$ cat config.mk
export PLATFORM = sky130hd
export DESIGN_NAME = mutex_client_4
export DESIGN_NICKNAME = d
export VERILOG_FILES = /design/src/rtl/mutex_client_4.sv
export SDC_FILE = /design/constraint.sdc
export NUM_CORES = 1
export LEC_CHECK = 0
export CAP_MARGIN = 25
export CORE_AREA = 3 3 93 95
export DETAILED_ROUTE_END_ITERATION = 6
export DIE_AREA = 0 0 96 98
export GPL_TIMING_DRIVEN = 0
export PLACE_DENSITY = 0.78
export SLEW_MARGIN = 20
export SYNTH_ARGS = -nofsm -noshare
export SYNTH_HDL_FRONTEND = slang
export SYNTH_SLANG_ARGS = --single-unit
$ cat constraint.sdc
create_clock -name clk -period 3.7 [get_ports clk]
set_clock_uncertainty 0.1 [all_clocks]
set_input_delay 0.555 -clock clk [delete_from_list [all_inputs] [get_ports clk]]
set_output_delay 0.555 -clock clk [all_outputs]
set_load 0.1 [all_outputs]
$ cat src/rtl/mutex_client_4.sv
// mutex_client_4: four independent request/own/release clients for a 4-way
// arbiter, with hold and wait timers, timeout pulses and sticky grant errors.
module mutex_client_4 #(
  parameter int unsigned HOLD_CYCLES = 4,
  parameter int unsigned TIMEOUT     = 64
) (
  input  logic       clk,
  input  logic       rst_n,
  input  logic [3:0] start,
  output logic       X3,
  output logic       X2,
  output logic       X1,
  output logic       X0,
  input  logic       Y3,
  input  logic       Y2,
  input  logic       Y1,
  input  logic       Y0,
  output logic [3:0] busy,
  output logic [3:0] done,
  output logic [3:0] timeout,
  output logic       err_multi,
  output logic       err_spur
);

  localparam int unsigned NCH = 4;
  localparam int unsigned HW  = $clog2(HOLD_CYCLES + 1);
  localparam int unsigned TW  = $clog2(TIMEOUT + 1);

  typedef enum logic [1:0] {S_IDLE, S_REQ, S_OWN, S_REL} state_t;

  state_t        r_state     [NCH];
  state_t        w_state_nxt [NCH];
  logic [HW-1:0] r_hold      [NCH];
  logic [HW-1:0] w_hold_nxt  [NCH];
  logic [TW-1:0] r_wait      [NCH];
  logic [TW-1:0] w_wait_nxt  [NCH];

  logic [3:0] r_x, r_busy, r_done, r_timeout;
  logic       r_err_multi, r_err_spur;
  logic [3:0] w_x_nxt, w_busy_nxt, w_done_nxt, w_timeout_nxt;
  logic       w_err_multi_nxt, w_err_spur_nxt;
  logic [3:0] w_y;

  assign w_y = {Y3, Y2, Y1, Y0};

  // State, counters and registered outputs; reset is asynchronous.
  always_ff @(posedge clk or negedge rst_n) begin
    if (!rst_n) begin
      for (int i = 0; i < NCH; i++) begin
        r_state[i] <= S_IDLE;
        r_hold[i]  <= '0;
        r_wait[i]  <= '0;
      end
      r_x         <= '0;
      r_busy      <= '0;
      r_done      <= '0;
      r_timeout   <= '0;
      r_err_multi <= 1'b0;
      r_err_spur  <= 1'b0;
    end else begin
      for (int i = 0; i < NCH; i++) begin
        r_state[i] <= w_state_nxt[i];
        r_hold[i]  <= w_hold_nxt[i];
        r_wait[i]  <= w_wait_nxt[i];
      end
      r_x         <= w_x_nxt;
      r_busy      <= w_busy_nxt;
      r_done      <= w_done_nxt;
      r_timeout   <= w_timeout_nxt;
      r_err_multi <= w_err_multi_nxt;
      r_err_spur  <= w_err_spur_nxt;
    end
  end

  // Per-channel next state; revoked grant in OWN takes priority over the hold count.
  always_comb begin
    for (int i = 0; i < NCH; i++) begin
      w_state_nxt[i] = r_state[i];
      w_hold_nxt[i]  = r_hold[i];
      w_wait_nxt[i]  = r_wait[i];
      case (r_state[i])
        S_IDLE: begin
          if (start[i]) begin
            w_state_nxt[i] = S_REQ;
            w_wait_nxt[i]  = '0;
          end
        end
        S_REQ: begin
          if (w_y[i]) begin
            w_state_nxt[i] = S_OWN;
            w_hold_nxt[i]  = HW'(HOLD_CYCLES - 1);
          end else if (r_wait[i] != TW'(TIMEOUT)) begin
            w_wait_nxt[i] = r_wait[i] + TW'(1);
          end
        end
        S_OWN: begin
          if (!w_y[i] || (r_hold[i] == '0)) begin
            w_state_nxt[i] = S_REL;
          end else begin
            w_hold_nxt[i] = r_hold[i] - HW'(1);
          end
        end
        S_REL: begin
          if (!w_y[i]) begin
            w_state_nxt[i] = S_IDLE;
          end
        end
        default: w_state_nxt[i] = S_IDLE;
      endcase
    end
  end

  // Next values of the registered outputs, decoded from current and next state.
  always_comb begin
    w_x_nxt         = '0;
    w_busy_nxt      = '0;
    w_done_nxt      = '0;
    w_timeout_nxt   = '0;
    w_err_spur_nxt  = r_err_spur;
    w_err_multi_nxt = r_err_multi | ((w_y & (w_y - 4'd1)) != 4'd0);
    for (int i = 0; i < NCH; i++) begin
      w_x_nxt[i]    = (w_state_nxt[i] == S_REQ) || (w_state_nxt[i] == S_OWN);
      w_busy_nxt[i] = (w_state_nxt[i] != S_IDLE);
      w_done_nxt[i] = (r_state[i] == S_REL) && (w_state_nxt[i] == S_IDLE);
      // Fires only on the step into TIMEOUT; saturation prevents a repeat.
      w_timeout_nxt[i] = (r_state[i] == S_REQ) && (r_wait[i] != TW'(TIMEOUT)) &&
                         (w_wait_nxt[i] == TW'(TIMEOUT));
      if (w_y[i] && (r_state[i] == S_IDLE)) begin
        w_err_spur_nxt = 1'b1;
      end
    end
  end

  assign X3        = r_x[3];
  assign X2        = r_x[2];
  assign X1        = r_x[1];
  assign X0        = r_x[0];
  assign busy      = r_busy;
  assign done      = r_done;
  assign timeout   = r_timeout;
  assign err_multi = r_err_multi;
  assign err_spur  = r_err_spur;

endmodule

==> qor.yml <==
status:
  status: "completed"
yosys:
  syn-num-nets: 447
  synth-seq-area-share: 0.4265
  synth_cell_types: 63
  ys_warn_count: 0
  yosys_register_bits: 66
  synthCells: 417
  synthArstFlopShare: 1.000
  ys.flop_type: "dfrtp_1"
  synth.area.top_cells: "dfrtp_1 43%, ha_1 6.5%, o21ai_0 4.8%"
  synth_edf_count: 0
  avgSynthCellArea_um2: 9.286
  synth_top_area_share: 0.4265
  yosysTopAreaCell: "dfrtp_1"
  netlist_area_mm2: 0.003872
layout:
  fin_area_mm2: 0.004486
  diodes: 0
  stdcell_count: 563
  syn_to_final_growth_pct: 15.83
  drive_gt1_frac: 0.08460
  nets: 486
timing:
  setup_viol: 0
  relSlewSlack: 0.3480
  timing.final.crit_share: 0.6884
  fmax_ghz: 0.3926
  rsz0062_at_grt: "no"
  finalHoldViolations: 0
  min_period_ns: 2.547
  worst_slew_pin_slew_ns: 0.9749
  maxSlewViolCount: 0
grt:
  grt_util_all_layers: 0.1824
  grt_pass1_wl_mm: 13.68
  grt-ovfl-total: 0
  antenna_found_initial: 0
  grt_max_degree: 50
  grt_pass1_vias: 3018
route:
  num_vias: 3174
  route.detailed.drc: 0
  routed_wl_mm: 7.916
  wire_per_inst_um: 14.06
  drtIter0Drc: 148
  drtAntennaViolNets: 0
  firstDrtPassIters: 4
  avgViaCountPerCell: 5.638
setup_path:
  path_class: "reg2out"
  crit_path_start_kind: "register"
  crit_buf_inv: 1
  arrival_ns: 1.89
  r2r_slack_ns: 1.46
  cp_data_required_time_ns: 3.04
  crit_path_start: "err_multi$_DFF_PN0_"
  crit_chain: "clkdlybuf4s50_1"
  critPathMaxFanout: 2
  r2r-start: "r_wait[21]$_DFF_PN0_"
  max_stage_delay_ns: 1.15
  endpoint_kind: "output pin"
  critPathSlowestCell: "clkdlybuf4s50_1"
  crit_family: "buffers and inverters"
clock_tree:
  cts.sinks: 66
  cts_resized: 0
  htreeDepth: 3
  cts_buffers: 9
  cts-root-buf: "clkbuf_8"
  clk_latency_ns: 0.35
  clk_pin_slew_worst_paths_ns: 0.07
  clockBufferDepth: 2
  cts_tree: "yes"
power_and_ir_drop:
  p_comb_frac: 0.512
  internal_power_mw: 1.820
  p_seq_frac: 0.319
  switchingPower_mw: 1.593
  p_per_area_mw_per_mm2: 761.1
  p_leak_nw: 1.998
  clockPowerShare: 0.169
  sw_frac_of_total: 0.4667
  power_mw: 3.414
  peakVddDrop_v: 0.0004778
floorplanning:
  die_w_um: 96
  coreArea_mm2: 0.007807
  io_pins: 28
  dieArea_mm2: 0.009408
  start_util: 0.4960
  rows: 32
  fp.dieH_um: 98
placement:
  detailed_place_hpwl_mm: 5.719
  dpl.cell_count: 546
  dpl_cell_area_mm2: 0.004285
  portBuffers: 26
  gp_congestion: 0.9135
flow_run:
  maxCapViolCount: 0
hold_path:
  hold_path_class: "reg2reg"
  worstHoldStart: "r_hold[6]$_DFFE_PN0P_"
-- through the flow --
stage / setup WS (ns) / utilization / hold WS, ns / setup TNS [ns]
3_3_place_gp: -0.2713 / 0.5457 / 0.3785 / -17.57
5_1_grt: 1.123 / 0.5745 / 0.4351 / 0
4_1_cts: 1.151 / 0.5745 / 0.4040 / 0
6_report: 1.153 / 0.5745 / 0.4087 / 0
2_1_floorplan: 1.645 / - / 0.1594 / 0
3_5_place_dp: 0.9809 / 0.5489 / 0.3573 / 0
-- layout by cell type (no fill, tap or decap), types with 13 or more instances in the layout --
master,n
nor2b_1,15
dfrtp_1,66
o21ai_0,37
a21oi_1,17
inv_1,36
ha_1,20
nor2_1,28
clkdlybuf4s50_1,25
nand2_1,35
nand2b_1,13
-- layer usage --
layer  vias up  wire length [um]  global-route usage
met4         0               130             0.07440
li1       1556                 -                   -
met5         -                 0                   0
met1      1555              3559              0.2418
met3        11               312             0.04006
met2        52              3914              0.2868
-- what timing repair did --
action | CTS | global route
setup endpoints to repair | 0 | 0
hold buffers | 1 | 0
hold endpoints to repair | 17 | 0
setup buffers | 0 | 0
-- worst reg2reg max path, stage by stage (launching register included) --
cell and delay, ns:
dfrtp_1 0.42, inv_1 0.12, ha_1 0.15, and4bb_2 0.23, nand2_1 0.09, a32o_1 0.24
or4_1 0.54, nor4_1 0.25
-- sequential cells by signal, summed over array words and instances, names as in the netlist, 4 cells and up --
register  count
r_wait       28
r_hold       12
r_state       8
busy          4
done          4
r_x           4
timeout       4
-- cells in the mapped netlist (4+ instances only) --
cell type,n
dfrtp_1,66
o21ai_0,37
inv_1,36
nand2_1,35
nor2_1,28
ha_1,20
a21oi_1,17
nor2b_1,15
nand2b_1,13
nand3_1,11
clkbuf_1,9
nor3_1,7
xnor2_1,7
a22o_1,6
a22oi_1,5
and3_1,5
o21bai_1,5
or3_1,5
a21o_1,4
a31oi_1,4
buf_2,4
mux2i_1,4
nand4b_1,4
o211ai_1,4
-- power by group through the flow --
stage                     Clock [mW]  Combinational, mW  Sequential (mW)
after floorplan                    0              0.955             1.46
after global placement             0               1.68             1.09
after detailed placement           0               1.74             1.09
after CTS                      0.594               1.75             1.09
after global routing           0.629               1.93             1.11
final                          0.577               1.75             1.09
-- cell type report --
| type | instances | area (um^2) |
|---|---|---|
| Fill cell | 705 | 3322 |
| Multi-Input combinational cell | 299 | 2006 |
| Sequential cell | 66 | 1652 |
| Timing Repair Buffer | 28 | 295.3 |
| Clock buffer | 12 | 165.2 |
| Inverter | 36 | 135.1 |
| Tap cell | 102 | 127.6 |
| Buffer | 16 | 80.08 |
| Clock inverter | 4 | 25.02 |
-- cells by family (layout without fill, tap and decap cells) --
family	count (synthesis)	count (layout)	share of synthesized area
XOR/XNOR	8	8	0.01809
AO/OA/AOI/OAI	114	114	0.2010
buffers and inverters	52	96	0.05557
AND/OR/NAND/NOR	151	151	0.2184
flip-flops	66	66	0.4265
multiplexers	5	5	0.01325
adder cells (fa/ha/maj)	21	21	0.06721
-- final timing paths --
| check | cells after the start | to |
|---|---|---|
| setup / recovery | 1 | err_multi |
| hold reg to reg | 1 | r_hold[6]$_DFFE_PN0P_ |
| min in group asynchronous | 2 | r_state[6]$_DFF_PN0_ |
| max in group asynchronous | 3 | r_wait[10]$_DFF_PN0_ |
| setup reg to reg | 7 | timeout[0]$_DFF_PN0_ |
| hold / removal | 1 | r_hold[6]$_DFFE_PN0P_ |
(Power assumes the default switching activity.)
